## config.mk

```make
export PLATFORM = sky130hd
export DESIGN_NAME = uart_rx_os16
export DESIGN_NICKNAME = d
export VERILOG_FILES = /design/src/rtl/uart_pkg.sv /design/src/rtl/uart_os_tick.sv /design/src/rtl/uart_rx_os16.sv
export SDC_FILE = /design/constraint.sdc
export NUM_CORES = 1
export LEC_CHECK = 0
export BUFFER_PORTS_ARGS = -buffer_cell sky130_fd_sc_hd__buf_2
export CORE_MARGIN = 10
export CORE_UTILIZATION = 55
export DETAILED_ROUTE_END_ITERATION = 12
export GPL_ROUTABILITY_DRIVEN = 0
export GPL_TIMING_DRIVEN = 0
export PLACE_DENSITY_LB_ADDON = 0.12
export SLEW_MARGIN = 20
export SYNTH_ARGS = -nofsm -noshare
export SYNTH_HDL_FRONTEND = slang
export SYNTH_HIERARCHICAL = 1
export SYNTH_SLANG_ARGS = --single-unit
```

## constraint.sdc

```tcl
create_clock -name clk -period 2.51 [get_ports clk]
set_clock_uncertainty 0.05 [all_clocks]
set_input_delay 0.1255 -clock clk [delete_from_list [all_inputs] [get_ports clk]]
set_output_delay 0.1255 -clock clk [all_outputs]
set_load 0.02 [all_outputs]
```

## src/rtl/uart_pkg.sv

```systemverilog
// uart_pkg: shared types and constants for the 16x-oversampling UART receiver.
//   rx_state_e   - receiver FSM states
//   OVERSAMPLE   - oversample ticks per bit
//   VOTE_IDX*    - sample-counter values at which the line is captured for the vote
//   SCNT_MID/END - mid-bit decision point and last tick of a bit
//   calc_div()   - clock divider for the oversample tick, rounded to nearest
//   maj3()       - 2-of-3 majority vote
package uart_pkg;

  typedef enum logic [1:0] {
    RX_IDLE  = 2'd0,
    RX_START = 2'd1,
    RX_DATA  = 2'd2,
    RX_STOP  = 2'd3
  } rx_state_e;

  localparam int unsigned OVERSAMPLE = 16;

  localparam logic [3:0] VOTE_IDX0 = 4'd7;
  localparam logic [3:0] VOTE_IDX1 = 4'd8;
  localparam logic [3:0] VOTE_IDX2 = 4'd9;

  // The third vote sample is taken live at the decision tick itself.
  localparam logic [3:0] SCNT_MID = VOTE_IDX2;
  localparam logic [3:0] SCNT_END = 4'd15;

  // Round-to-nearest divider; never returns 0 so the tick counter stays legal.
  function automatic int unsigned calc_div(input int unsigned clk_hz,
                                           input int unsigned baud,
                                           input int unsigned os);
    int unsigned rate;
    int unsigned div;
    rate = baud * os;
    div  = (clk_hz + (rate / 32'd2)) / rate;
    if (div == 32'd0) begin
      div = 32'd1;
    end
    return div;
  endfunction

  function automatic logic maj3(input logic a, input logic b, input logic c);
    return (a & b) | (a & c) | (b & c);
  endfunction

endpackage

```

## src/rtl/uart_os_tick.sv

```systemverilog
// uart_os_tick: free-running divider producing the 16x oversample strobe.
// Ports:
//   clk     in  system clock
//   rst_n   in  async active-low reset
//   enable  in  0 holds the counter at 0 and suppresses the tick
//   os_tick out one-clk strobe when the count equals DIV-1
module uart_os_tick #(
  parameter int unsigned DIV = 27
) (
  input  logic clk,
  input  logic rst_n,
  input  logic enable,
  output logic os_tick
);
  import uart_pkg::*;

  localparam int unsigned CW = (DIV > 1) ? $clog2(DIV) : 1;
  localparam logic [CW-1:0] LAST = CW'(DIV - 1);

  logic [CW-1:0] cnt_q;
  logic [CW-1:0] cnt_d;

  // Next count: wrap at DIV-1, forced to zero while disabled.
  always_comb begin
    cnt_d = cnt_q;
    if (!enable) begin
      cnt_d = '0;
    end else if (cnt_q == LAST) begin
      cnt_d = '0;
    end else begin
      cnt_d = cnt_q + CW'(1);
    end
  end

  // Divider count register.
  always_ff @(posedge clk or negedge rst_n) begin
    if (!rst_n) begin
      cnt_q <= '0;
    end else begin
      cnt_q <= cnt_d;
    end
  end

  assign os_tick = enable && (cnt_q == LAST);

endmodule

```

## src/rtl/uart_rx_os16.sv

```systemverilog
// uart_rx_os16: 16x-oversampling 8N1 UART receiver with valid/ready output.
// Ports:
//   clk, rst_n  clock and async active-low reset
//   enable      0 parks the receiver in IDLE (handshake keeps working)
//   rx_line     asynchronous serial input, idle high, LSB first
//   data_out    received byte, stable while valid=1
//   valid/ready byte handshake; transfer when both high at posedge clk
//   frame_err   one-clk pulse: stop bit voted 0, byte dropped
//   overrun     one-clk pulse: byte finished while previous one still pending
//   busy        receiver is inside a frame
module uart_rx_os16 #(
  parameter int unsigned CLK_HZ     = 50_000_000,
  parameter int unsigned BAUD       = 115200,
  parameter int unsigned OVERSAMPLE = uart_pkg::OVERSAMPLE
) (
  input  logic       clk,
  input  logic       rst_n,
  input  logic       enable,
  input  logic       rx_line,
  output logic [7:0] data_out,
  output logic       valid,
  input  logic       ready,
  output logic       frame_err,
  output logic       overrun,
  output logic       busy
);
  import uart_pkg::*;

  localparam int unsigned DIV = calc_div(CLK_HZ, BAUD, OVERSAMPLE);

  logic os_tick;

  uart_os_tick #(.DIV(DIV)) u_os_tick (
    .clk     (clk),
    .rst_n   (rst_n),
    .enable  (enable),
    .os_tick (os_tick)
  );

  logic sync1_q;
  logic sync2_q;
  logic rx_s;

  // Two-flop synchroniser; resets to the idle (high) line level.
  always_ff @(posedge clk or negedge rst_n) begin
    if (!rst_n) begin
      sync1_q <= 1'b1;
      sync2_q <= 1'b1;
    end else begin
      sync1_q <= rx_line;
      sync2_q <= sync1_q;
    end
  end

  assign rx_s = sync2_q;

  rx_state_e  state_q,     state_d;
  logic [3:0] scnt_q,      scnt_d;
  logic [2:0] bit_idx_q,   bit_idx_d;
  logic [1:0] samp_q,      samp_d;
  logic [7:0] shift_q,     shift_d;
  logic [7:0] data_q,      data_d;
  logic       valid_q,     valid_d;
  logic       frame_err_q, frame_err_d;
  logic       overrun_q,   overrun_d;
  logic       busy_q,      busy_d;

  logic vote_s;
  logic mid_s;
  logic end_s;

  // Samples from scnt 7 and 8 are stored; the scnt 9 sample is the live line.
  assign vote_s = maj3(samp_q[0], samp_q[1], rx_s);
  assign mid_s  = os_tick && (scnt_q == SCNT_MID);
  assign end_s  = os_tick && (scnt_q == SCNT_END);

  // Next-state logic for the receive FSM and the output handshake.
  always_comb begin
    state_d     = state_q;
    scnt_d      = scnt_q;
    bit_idx_d   = bit_idx_q;
    samp_d      = samp_q;
    shift_d     = shift_q;
    data_d      = data_q;
    frame_err_d = 1'b0;
    overrun_d   = 1'b0;

    // Consumer acceptance; a byte finishing this same cycle re-raises valid below.
    if (valid_q && ready) begin
      valid_d = 1'b0;
    end else begin
      valid_d = valid_q;
    end

    if (!enable) begin
      state_d   = RX_IDLE;
      scnt_d    = 4'd0;
      bit_idx_d = 3'd0;
    end else begin
      if (os_tick && (state_q != RX_IDLE)) begin
        scnt_d = scnt_q + 4'd1;
        if (scnt_q == VOTE_IDX0) begin
          samp_d[0] = rx_s;
        end else if (scnt_q == VOTE_IDX1) begin
          samp_d[1] = rx_s;
        end else begin
          samp_d = samp_q;
        end
      end else begin
        scnt_d = scnt_q;
      end

      case (state_q)
        RX_IDLE: begin
          if (os_tick && !rx_s) begin
            state_d = RX_START;
            scnt_d  = 4'd0;
          end else begin
            state_d = RX_IDLE;
          end
        end
        RX_START: begin
          // A start bit that votes high at mid-bit was a glitch.
          if (mid_s && vote_s) begin
            state_d = RX_IDLE;
            scnt_d  = 4'd0;
          end else if (end_s) begin
            state_d   = RX_DATA;
            bit_idx_d = 3'd0;
          end else begin
            state_d = RX_START;
          end
        end
        RX_DATA: begin
          if (mid_s) begin
            shift_d = {vote_s, shift_q[7:1]};
          end else begin
            shift_d = shift_q;
          end
          if (end_s) begin
            if (bit_idx_q == 3'd7) begin
              state_d = RX_STOP;
            end else begin
              bit_idx_d = bit_idx_q + 3'd1;
            end
          end else begin
            state_d = RX_DATA;
          end
        end
        RX_STOP: begin
          // Leave at mid-stop so the next start edge can be caught early.
          if (mid_s) begin
            state_d = RX_IDLE;
            scnt_d  = 4'd0;
            if (vote_s) begin
              if (!valid_q || ready) begin
                data_d  = shift_q;
                valid_d = 1'b1;
              end else begin
                overrun_d = 1'b1;
              end
            end else begin
              frame_err_d = 1'b1;
            end
          end else begin
            state_d = RX_STOP;
          end
        end
        default: begin
          state_d = RX_IDLE;
          scnt_d  = 4'd0;
        end
      endcase
    end

    busy_d = (state_d != RX_IDLE);
  end

  // Receive FSM state, datapath and registered outputs.
  always_ff @(posedge clk or negedge rst_n) begin
    if (!rst_n) begin
      state_q     <= RX_IDLE;
      scnt_q      <= 4'd0;
      bit_idx_q   <= 3'd0;
      samp_q      <= 2'b11;
      shift_q     <= 8'h00;
      data_q      <= 8'h00;
      valid_q     <= 1'b0;
      frame_err_q <= 1'b0;
      overrun_q   <= 1'b0;
      busy_q      <= 1'b0;
    end else begin
      state_q     <= state_d;
      scnt_q      <= scnt_d;
      bit_idx_q   <= bit_idx_d;
      samp_q      <= samp_d;
      shift_q     <= shift_d;
      data_q      <= data_d;
      valid_q     <= valid_d;
      frame_err_q <= frame_err_d;
      overrun_q   <= overrun_d;
      busy_q      <= busy_d;
    end
  end

  assign data_out  = data_q;
  assign valid     = valid_q;
  assign frame_err = frame_err_q;
  assign overrun   = overrun_q;
  assign busy      = busy_q;

endmodule

```

# Word level (Yosys, flattened, before mapping)
# Cells that the tools add are included.
dict set report totals {
  in_bits 5
  reg_bits 38
  output_inout_bits 12
}
dict set report op_classes {
  n_bitwise 6
  n_eq_ne 14
  reduce_logical 18
  addsub 3
  n_mux 37
}
# op n
set ops {}
lappend ops {{4-bit two-way mux} 5}
lappend ops {{1-bit two-way mux} 16}
lappend ops {{3-bit two-way mux} 5}
lappend ops {{4-bit equality test (second input constant)} 3}
lappend ops {{2-bit two-way mux} 6}
lappend ops {{3-bit != test (second input constant)} 4}
lappend ops {{4-bit one-hot mux with 3 select lines} 1}
lappend ops {{5-bit two-way mux} 2}
lappend ops {{5-bit AND reduction} 2}
lappend ops {{2-bit one-hot mux with 4 select lines} 1}
lappend ops {{1-bit logical AND} 7}
lappend ops {{3-bit one-hot mux with 2 select lines} 1}
lappend ops {{3-bit AND reduction} 2}
lappend ops {{5-bit by 1-bit adder with 5-bit output (second input constant)} 1}
lappend ops {{5-bit equality test (second input constant)} 1}
lappend ops {{4-bit by 1-bit adder with 4-bit output (second input constant)} 1}
lappend ops {{2-bit equality test (second input constant)} 2}
lappend ops {{4-bit by 3-bit equality test with 1-bit output (second input constant)} 1}
lappend ops {{4-bit AND reduction} 1}
lappend ops {{2-bit nonzero test} 2}
lappend ops {{3-bit by 1-bit adder with 3-bit output (second input constant)} 1}
lappend ops {{1-bit bitwise AND} 3}
lappend ops {{3-bit equality test (second input constant)} 1}
lappend ops {{3-bit by 1-bit != test with 1-bit output (second input constant)} 1}
lappend ops {{6 further kinds} 8}

# Depth between registers and ports, before layout
# Gate-level depths: netlist of run 1.
dict set report depth {
  depth_word 8
  mapped_depth 9
  depth_no_buf 8
}

# Hierarchy
# The synthesis of run 1 kept the hierarchy.
# mod area_per_inst_um2 n_inst cells_per_inst seq_area_each_um2
set by_module_without_submodules {}
lappend by_module_without_submodules {uart_rx_os16 1493.9 1 122 830.8}
lappend by_module_without_submodules {uart_os_tick 275.3 1 23 125.1}

# Worst setup path before layout of run 1
# No wires, ideal clock.
dict set report synth_path {
  path_kind {register to register}
  startpoint {register u_os_tick.cnt_q[0]}
  endpoint {register shift_q[0]}
  t_required_ps 2335
  path_stages_with_launch 9
  slack_ps 269
  t_arrival_ps 2066
  cell_sequence {dfrtp_1 -> inv_1 -> ha_1 -> and4b_1 -> buf_6 -> and2_1 -> nand4b_4 -> nor3_2 -> mux2_2}
}
dict set report synth_between {
  elab_chain_cells 4
}
# item line_no
set synth_lines {}
lappend synth_lines {{start: declaration} uart_os_tick.sv:20} ;# logic [CW-1:0] cnt_q;
lappend synth_lines {{start signal: assignment} uart_os_tick.sv:40} ;# cnt_q <= cnt_d;
lappend synth_lines {{5-bit equality test} uart_os_tick.sv:44} ;# assign os_tick = enable && (cnt_q == LAST);
lappend synth_lines {{1-bit logical AND} uart_os_tick.sv:44}
lappend synth_lines {{net os_tick} uart_rx_os16.sv:31} ;# logic os_tick;
lappend synth_lines {{1-bit logical AND} uart_rx_os16.sv:74} ;# assign mid_s = os_tick && (scnt_q == SCNT_MID);
lappend synth_lines {{3-bit AND reduction (no source line)} n/a}
lappend synth_lines {{end signal: assignment} uart_rx_os16.sv:197} ;# shift_q <= shift_d;
lappend synth_lines {{end: declaration} uart_rx_os16.sv:61} ;# logic [7:0] shift_q, shift_d;
# The timed path passes the listed nets, and every way through them passes these cells.
# A chain may end at the register's enable or synchronous reset.

# Worst setup path after layout of run 1
dict set report layout_path {
  startpoint {register u_os_tick.cnt_q[0]}
  endpoint {register busy_q (netlist: busy)}
}
dict set report layout_between {
  elab_chain_cells 8
  elab_cells_between_ends 14
  classes_between {eq/ne: 1; mux: 7; reduce/logical: 6}
}
# item line_no
set layout_lines {}
lappend layout_lines {{5-bit equality test (*)} uart_os_tick.sv:44}
lappend layout_lines {{1-bit logical AND (*)} uart_os_tick.sv:44}
lappend layout_lines {{net os_tick} uart_rx_os16.sv:31}
lappend layout_lines {{1-bit logical AND (on tied branches)} {uart_rx_os16.sv:75, uart_rx_os16.sv:74}}
lappend layout_lines {{2-bit two-way mux / 1-bit logical AND (equally long branches)} {uart_rx_os16.sv:127, uart_rx_os16.sv:124}}
lappend layout_lines {{2-bit two-way mux} uart_rx_os16.sv:124} ;# if (mid_s && vote_s) begin
lappend layout_lines {{2-bit one-hot mux with 4 select lines (*)} uart_rx_os16.sv:113} ;# case (state_q)
lappend layout_lines {{2-bit two-way mux (*)} uart_rx_os16.sv:95} ;# if (!enable) begin
lappend layout_lines {{net state_d[0]} uart_rx_os16.sv:57} ;# rx_state_e state_q, state_d;
lappend layout_lines {{2-bit nonzero test (*)} uart_rx_os16.sv:176} ;# busy_d = (state_d != RX_IDLE);
lappend layout_lines {{net busy_d} uart_rx_os16.sv:66} ;# logic busy_q, busy_d;
lappend layout_lines {{end signal: assignment} uart_rx_os16.sv:202} ;# busy_q <= busy_d;
lappend layout_lines {{end: declaration} uart_rx_os16.sv:66}
# The timed path passes the listed nets; every way through them passes the cells marked *.

==> results.txt, run 1 <==
Status -> finished clean
Clk Latency, worst-skew pair -> 0.35 ns
Synth Area per Inst -> 12.2 µm²
FF/Latch Area -> 956 µm²
Post-synthesis adder-cell area fraction -> 0.0559
CTS tree -> done
Final instance area -> 0.00207 mm²
Die Area -> 0.00589 mm²
# diodes -> 0
Via density per instance -> 5.43
HP Start -> enable
Hpwl dp -> 2190 µm
Num Clock Sinks -> 38
CP Capture Point -> busy$_DFF_PN0_
Slack of the worst reg-to-reg path -> 0.14 ns
Residual DRC -> 0
M1 WL -> 1270 µm
Max clock buf depth -> 2
DR iter-0 viols -> 46
Dominant synthesized flop cell -> dfrtp_1
Final ANT Viol Nets -> 0
Starting density of the core -> 0.575
Worst EP arrival -> 2.60 ns
H-tree depth -> 2
Finish-stage setup viols -> 0
Mapped Nets -> 157
Hold_ws -> 0.0467 ns
Worst setup EP type -> register
Post-DP Area -> 0.00190 mm²
Largest family of logic cells by synthesized area -> simple AND/OR/NAND/NOR gates
Compound-Gate Fraction of Synth Area -> 0.0672
Nets@finish -> 184
RSZ-0062 raised after global routing -> no
Global-route wire length before repair -> 5280 µm
Routed WL -> 2980 µm
MaxCap Viol Count -> 0
Final TNS setup -> 0 ns
Yosys cell types -> 39
WL per Instance -> 13.7 µm
Multi-input gate area -> 785 µm²
VDD IR max -> 0.447 mV
Syn. warnings -> 6
Leak pwr -> 0.00104 µW
Number of enable flip-flop cells after synthesis -> 0
Gate Count Post-Synth -> 145
Final Hold Fails -> 0
Fillers -> 240
PnR worst setup slack -> 0.144 ns
Share of layout cells above drive strength 1 -> 0.347
Synth Area in XOR/XNOR -> 0.0149
Reg2reg end -> busy$_DFF_PN0_
Worst slew pin tran -> 0.791 ns
Pins over their slew limit -> 0
Worst setup startpoint -> u_os_tick/cnt_q[0]$_DFF_PN0_
Min Tclk post-route -> 2.37 ns
Layout Area Growth over Synthesis -> 16.8%
Top Metal Used -> met4
Register area share after synthesis -> 0.540
Synth Register Bits -> 38
Pre-CTS setup slack -> -0.0658 ns
DR WL met3 -> 170 µm
Core area -> 0.00308 mm²
Boundary Pins -> 17
Clock tree root driver cell -> clkbuf_4
Worst min-delay path category -> primary input to register
Post-synthesis async set-or-reset flop share -> 1.00
GRT Total Usage -> 0.110
Maximum net fanout on the critical path -> 7
GRT Residual Overflow -> 0
Largest net degree at the start of global routing -> 39
Height of the die -> 76.7 µm
Worst setup SP type -> register
Chip width -> 76.7 µm
Post-Syn Area -> 0.00177 mm²
FP Rows -> 20
Crit path required time -> 2.74 ns
Clk pin slew, worst setup/hold paths -> 0.12 ns
Detailed Routing Iterations Pass 1 -> 4
TritonCTS buffer count -> 5
Final period utilization -> 0.943
Vias post-DR -> 1179
Mux cell area share after synthesis -> 0.115
Vias in the first global route -> 1192
R2R depth -> 9
Fmax -> 423 MHz
Reg-to-Reg Start -> u_os_tick/cnt_q[0]$_DFF_PN0_
Pwr Density -> 583 mW/mm²
Max_slew headroom -> 0.473
Routed wl met2 -> 1460 µm
Post-Synth Simple-Gate Area -> 0.182
Antenna violations before repair -> 0
Number of buffers added on ports -> 16
Final Core Density -> 0.671
Crit path kind -> register to register
## cells by family (layout without fill, tap and decap cells)
group,after synthesis,after routing
simple gates,51,51
xor+xnor,3,3
mux,18,18
buf+inv,9,37
compound gates,18,18
flops,38,38
fa+ha+maj,8,8
## final cells by class
cell class / instances / share of cell area
Buffer: 4 / 0.0121
Multi-Input combinational cell: 98 / 0.380
Inverter: 5 / 0.00909
Tap cell: 44 / 0.0267
Sequential cell: 38 / 0.463
Timing Repair Buffer: 20 / 0.0557
Clock inverter: 2 / 0.0291
Clock buffer: 6 / 0.0248
## Yosys cell counts, types with 2 or more instances
master / count / area share
dfrtp_1: 34 / 0.48
mux2_2: 18 / 0.11
nand2_1: 11 / 0.023
nor2_1: 9 / 0.019
ha_1: 7 / 0.050
a21oi_1: 5 / 0.014
inv_1: 5 / 0.011
nand3_1: 5 / 0.014
dfstp_2: 4 / 0.059
o21ai_0: 4 / 0.011
nor3_1: 3 / 0.0085
nor3b_1: 3 / 0.013
a31oi_1: 2 / 0.0071
and3_1: 2 / 0.0071
and4_1: 2 / 0.0099
and4b_1: 2 / 0.011
nand4_1: 2 / 0.0071
nor4_2: 2 / 0.014
o211ai_1: 2 / 0.0085
o21a_1: 2 / 0.0085
or3_1: 2 / 0.0071
xor2_1: 2 / 0.0099
## metrics by stage
stage | std cells | power (µW)
2_1_floorplan | 145 | 648
3_3_place_gp | 205 | 666
3_5_place_dp | 205 | 668
4_1_cts | 215 | 1210
5_1_grt | 217 | 1250
6_report | 217 | 1210
## how the worst min path moves through the flow
stage,endpoint,cells after the start
floorplan,bit_idx_q[0]$_DFFE_PN0P_,0
global placement,sync1_q$_DFF_PN1_,1
detailed placement,sync1_q$_DFF_PN1_,1
CTS,overrun$_DFF_PN0_,3
global route,scnt_q[0]$_DFF_PN0_,2
finish,scnt_q[0]$_DFF_PN0_,2
## power by group
group | leakage (µW) | internal [µW] | switching, µW | total (µW)
Clock | 0.0000585 | 337 | 207 | 545
Combinational | 0.000469 | 13.6 | 22.0 | 35.6
Sequential | 0.000514 | 619 | 5.65 | 625
## cell usage in the layout (no fill, tap or decap), types with 3 or more instances in the layout
master    count
dfrtp_1      34
mux2_2       18
buf_2        17
nand2_1      11
nor2_1        9
ha_1          7
inv_1         5
nand3_1       5
a21oi_1       5
clkbuf_4      5
o21ai_0       4
dfstp_2       4
nor3_1        3
nor3b_1       3
## registers in the layout (all words and copies together) (netlist names)
name,count
rx_s,1
overrun,1
shift_q,8
samp_q,2
busy,1
bit_idx_q,3
u_os_tick/cnt_q,5
state_q,2
data_out,8
scnt_q,4
sync1_q,1
frame_err,1
valid,1
## worst max-delay path, stage by stage, from the launching register on
cell and delay (ns):
dfrtp_1 0.42, inv_1 0.06, ha_1 0.18, and4b_1 0.20, buf_6 0.13, and2_1 0.24, and4_4 0.23, or3_1 0.36
a311oi_2 0.28, o21bai_1 0.16
## per-layer routing
| layer | global-route usage | vias up |
|---|---|---|
| met5 | 0 | - |
| met2 | 0.175 | 26 |
| li1 | - | 577 |
| met3 | 0.0443 | 7 |
| met4 | 0.0669 | 0 |
| met1 | 0.120 | 569 |
## repair_timing
item | in CTS | in global routing
hold endpoints to repair | 35 | 0
buffers inserted | 0 | 2
setup endpoints to repair | 8 | 17
gates resized for setup | 1 | 1
pin swaps | 0 | 2
hold buffers | 2 | 0
(Power assumes the default switching activity.)
==> run 2, diff against run 1 <==
--- a/config.mk
+++ b/config.mk
@@ -5,10 +5,10 @@
 export SDC_FILE = /design/constraint.sdc
 export NUM_CORES = 1
 export LEC_CHECK = 0
-export BUFFER_PORTS_ARGS = -buffer_cell sky130_fd_sc_hd__buf_2
 export CORE_MARGIN = 10
 export CORE_UTILIZATION = 55
 export DETAILED_ROUTE_END_ITERATION = 12
+export DONT_BUFFER_PORTS = 1
 export GPL_ROUTABILITY_DRIVEN = 0
 export GPL_TIMING_DRIVEN = 0
 export PLACE_DENSITY_LB_ADDON = 0.12
==> constraint.sdc (replaced) <==
create_clock -name clk -period 2.8 [get_ports clk]
set_clock_uncertainty 0.05 [all_clocks]
set_input_delay 0.14 -clock clk [delete_from_list [all_inputs] [get_ports clk]]
set_output_delay 0.14 -clock clk [all_outputs]
set_load 0.02 [all_outputs]
==> run 2 against run 1 <==
Sequential share of layout area increased by 1.6 points. Critical path depth decreased by 1. Register-to-register slack improved by 0.09 ns. Worst setup slack improved by 0.085 ns. Largest power group unchanged. Sequential power decreased by 10%. Fmax decreased by 8.0%. Cell count decreased by 6.9%. Non-clock buffer count decreased by 15. Critical path type unchanged. Worst hold slack improved by 0.044 ns. Critical endpoint is now shift_q[4]$_DFFE_PN0P_.
==> results.txt, run 2 (synthesis results as in run 1) <==
Worst setup EP type -> register
Crit path kind -> register to register
Global-route wire length before repair -> 5460 µm (+3.4%)
Multi-input gate area -> 769 µm² (-1.9%)
WL per Instance -> 14.7 µm (+7.4%)
GRT Total Usage -> 0.114 (+0.00429)
VDD IR max -> 0.334 mV (-25%)
Hold buffer count at cts -> 5 (+3)
Crit path required time -> 3.00 ns (+0.26 ns)
Largest net degree at the start of global routing -> 39 (unchanged)
Die Area -> 0.00589 mm² (unchanged)
DR iter-0 viols -> 62 (+35%)
Max_slew headroom -> 0.563 (+0.0899)
Residual DRC -> 0 (unchanged)
FP Rows -> 20 (unchanged)
Clock tree root driver cell -> clkbuf_4
TritonCTS buffer count -> 5 (unchanged)
Final ANT Viol Nets -> 0 (unchanged)
Finish-stage setup viols -> 0 (unchanged)
# diodes -> 0 (unchanged)
Max incr delay on CP -> 0.57 ns (+0.15 ns)
Worst setup SP type -> register
Fillers -> 248 (+3.3%)
Number of buffers added on ports -> 0 (-16)
Via density per instance -> 5.58 (+2.7%)
Slack of the worst reg-to-reg path -> 0.23 ns (+0.09 ns)
Met1 Track Usage GR -> 0.126 (+0.00606)
Commonest non-fill, non-tap cells in the layout -> dfrtp_1, mux2_2, nand2_1, nor2_1, ha_1
Layout Area Growth over Synthesis -> 12.8%
Min Tclk post-route -> 2.57 ns (+0.205 ns)
Final TNS setup -> 0 ns (unchanged)
Post-DP Area -> 0.00182 mm² (-4.2%)
Antenna violations before repair -> 0 (unchanged)
Clk pin slew, worst setup/hold paths -> 0.11 ns (about the same)
Reg2reg end -> shift_q[4]$_DFFE_PN0P_
Worst EP arrival -> 2.77 ns (+0.17 ns)
Max clock buf depth -> 2 (unchanged)
Leak pwr -> 0.000967 µW (-7.1%)
M2 GR Usage -> 0.182 (+0.00759)
Boundary Pins -> 17 (unchanged)
GRT Residual Overflow -> 0 (unchanged)
Final Hold Fails -> 0 (unchanged)
Clk Latency, worst-skew pair -> 0.35 ns (about the same)
HP Start -> enable
Final period utilization -> 0.918 (-0.0245)
Reg-to-Reg Start -> u_os_tick/cnt_q[0]$_DFF_PN0_
Hold_ws -> 0.0909 ns (+0.0442 ns)
Share of layout cells above drive strength 1 -> 0.272 (-0.0747)
Crit-path cells -> inv_1 > ha_1 > and4b_1 > buf_6 > and2_1 > nand4b_4 > nor3_2 > mux2_2
Met3 Resource Use GR -> 0.0408 (-0.00350)
Routed WL -> 2980 µm (unchanged)
Top Usage Layer GRT -> met2
FF/Latch Area -> 956 µm² (unchanged)
Hold endpoint -> overrun$_DFF_PN0_
Final Core Density -> 0.648 (-0.0228)
Starting density of the core -> 0.575 (unchanged)
Worst slew pin tran -> 0.653 ns (-0.138 ns)
RSZ-0062 raised after global routing -> no
Pwr Density -> 539 mW/mm² (-7.6%)
R2R depth -> 8 (-1)
Status -> finished clean
H-tree depth -> 2 (unchanged)
Postcts setup bufs -> 0 (unchanged)
Num Clock Sinks -> 38 (unchanged)
Nets@finish -> 169 (-8.2%)
Height of the die -> 76.7 µm (unchanged)
MaxCap Viol Count -> 0 (unchanged)
Vias in the first global route -> 1186 (-0.50%)
Chip width -> 76.7 µm (unchanged)
Detailed Routing Iterations Pass 1 -> 4 (unchanged)
Core area -> 0.00308 mm² (unchanged)
PostCTS Resize Cnt -> 0 (-1)
Final instance area -> 0.00200 mm² (-3.4%)
Pins over their slew limit -> 0 (unchanged)
Hpwl dp -> 2120 µm (-3.1%)
Fmax -> 389 MHz (-8.0%)
Maximum net fanout on the critical path -> 8 (+1)
Hold-critical path depth -> 3 (+1)
CTS tree -> done
Worst min-delay path category -> primary input to register
Vias post-DR -> 1127 (-4.4%)
CP max-delay cell -> nor3_2
Most common cell after layout, fill and taps aside -> dfrtp_1
[run 2: changes by cell type in the layout (fill, tap and decap cells not counted)]
cell           before  now
nor3_2              0    1
buf_2              17    1
nand4_2             0    1
buf_12              0    1
dlygate4sd3_1       2    4
nand4_4             1    0
buf_4               2    0
nor3_4              1    0
[run 2: layout make-up]
class | count | area share
well taps | 44 | 0.0276
repair buffers | 5 | 0.0301
inverters | 5 | 0.00940
flip-flops and latches | 38 | 0.479
clock buffers | 6 | 0.0257
multi-input cells | 98 | 0.386
plain buffers | 4 | 0.0125
clock inverters | 2 | 0.0301
[run 2: metal layers]
layer / wire length [µm] / part of all wire
met1: 1280 / 0.43
met4: 72 / 0.024
met3: 209 / 0.070
met2: 1420 / 0.48
met5: 0 / 0
[run 2: power by group]
part | internal, µW | switching [µW] | total (µW) | leakage [µW]
sequential | 555 | 5.06 | 560 | 0.000514
combinational | 12.8 | 19.2 | 32.0 | 0.000394
clock | 302 | 181 | 483 | 0.0000585
[run 2: how the worst max path moves through the flow]
stage	startpoint	end	slack, ns	cells past startpoint
after floorplan	u_os_tick/cnt_q[0]$_DFF_PN0_	shift_q[0]$_DFFE_PN0P_	0.56	8
after global placement	u_os_tick/cnt_q[0]$_DFF_PN0_	shift_q[5]$_DFFE_PN0P_	0.30	8
after detailed placement	u_os_tick/cnt_q[0]$_DFF_PN0_	shift_q[4]$_DFFE_PN0P_	0.24	8
after CTS	u_os_tick/cnt_q[0]$_DFF_PN0_	shift_q[4]$_DFFE_PN0P_	0.22	8
after global routing	u_os_tick/cnt_q[0]$_DFF_PN0_	shift_q[6]$_DFFE_PN0P_	0.09	8
final	u_os_tick/cnt_q[0]$_DFF_PN0_	shift_q[4]$_DFFE_PN0P_	0.23	8
[run 2: worst max-delay path: cells and delay by family (launching register included)]
kind	cells	cell delay (ns)
adders and majority gates	1	0.13
DFF	1	0.43
buffers and inverters	2	0.21
muxes	1	0.41
and+or+nand+nor	4	1.24
[run 2: through the flow]
| stage | setup slack, ns | cells | total power, µW |
|---|---|---|---|
| 3_5_place_dp | 0.244 | 189 | 583 |
| 3_3_place_gp | 0.297 | 189 | 583 |
| 5_1_grt | 0.0876 | 202 | 1120 |
| 2_1_floorplan | 0.559 | 145 | 580 |
| 4_1_cts | 0.219 | 202 | 1090 |
| 6_report | 0.229 | 202 | 1080 |
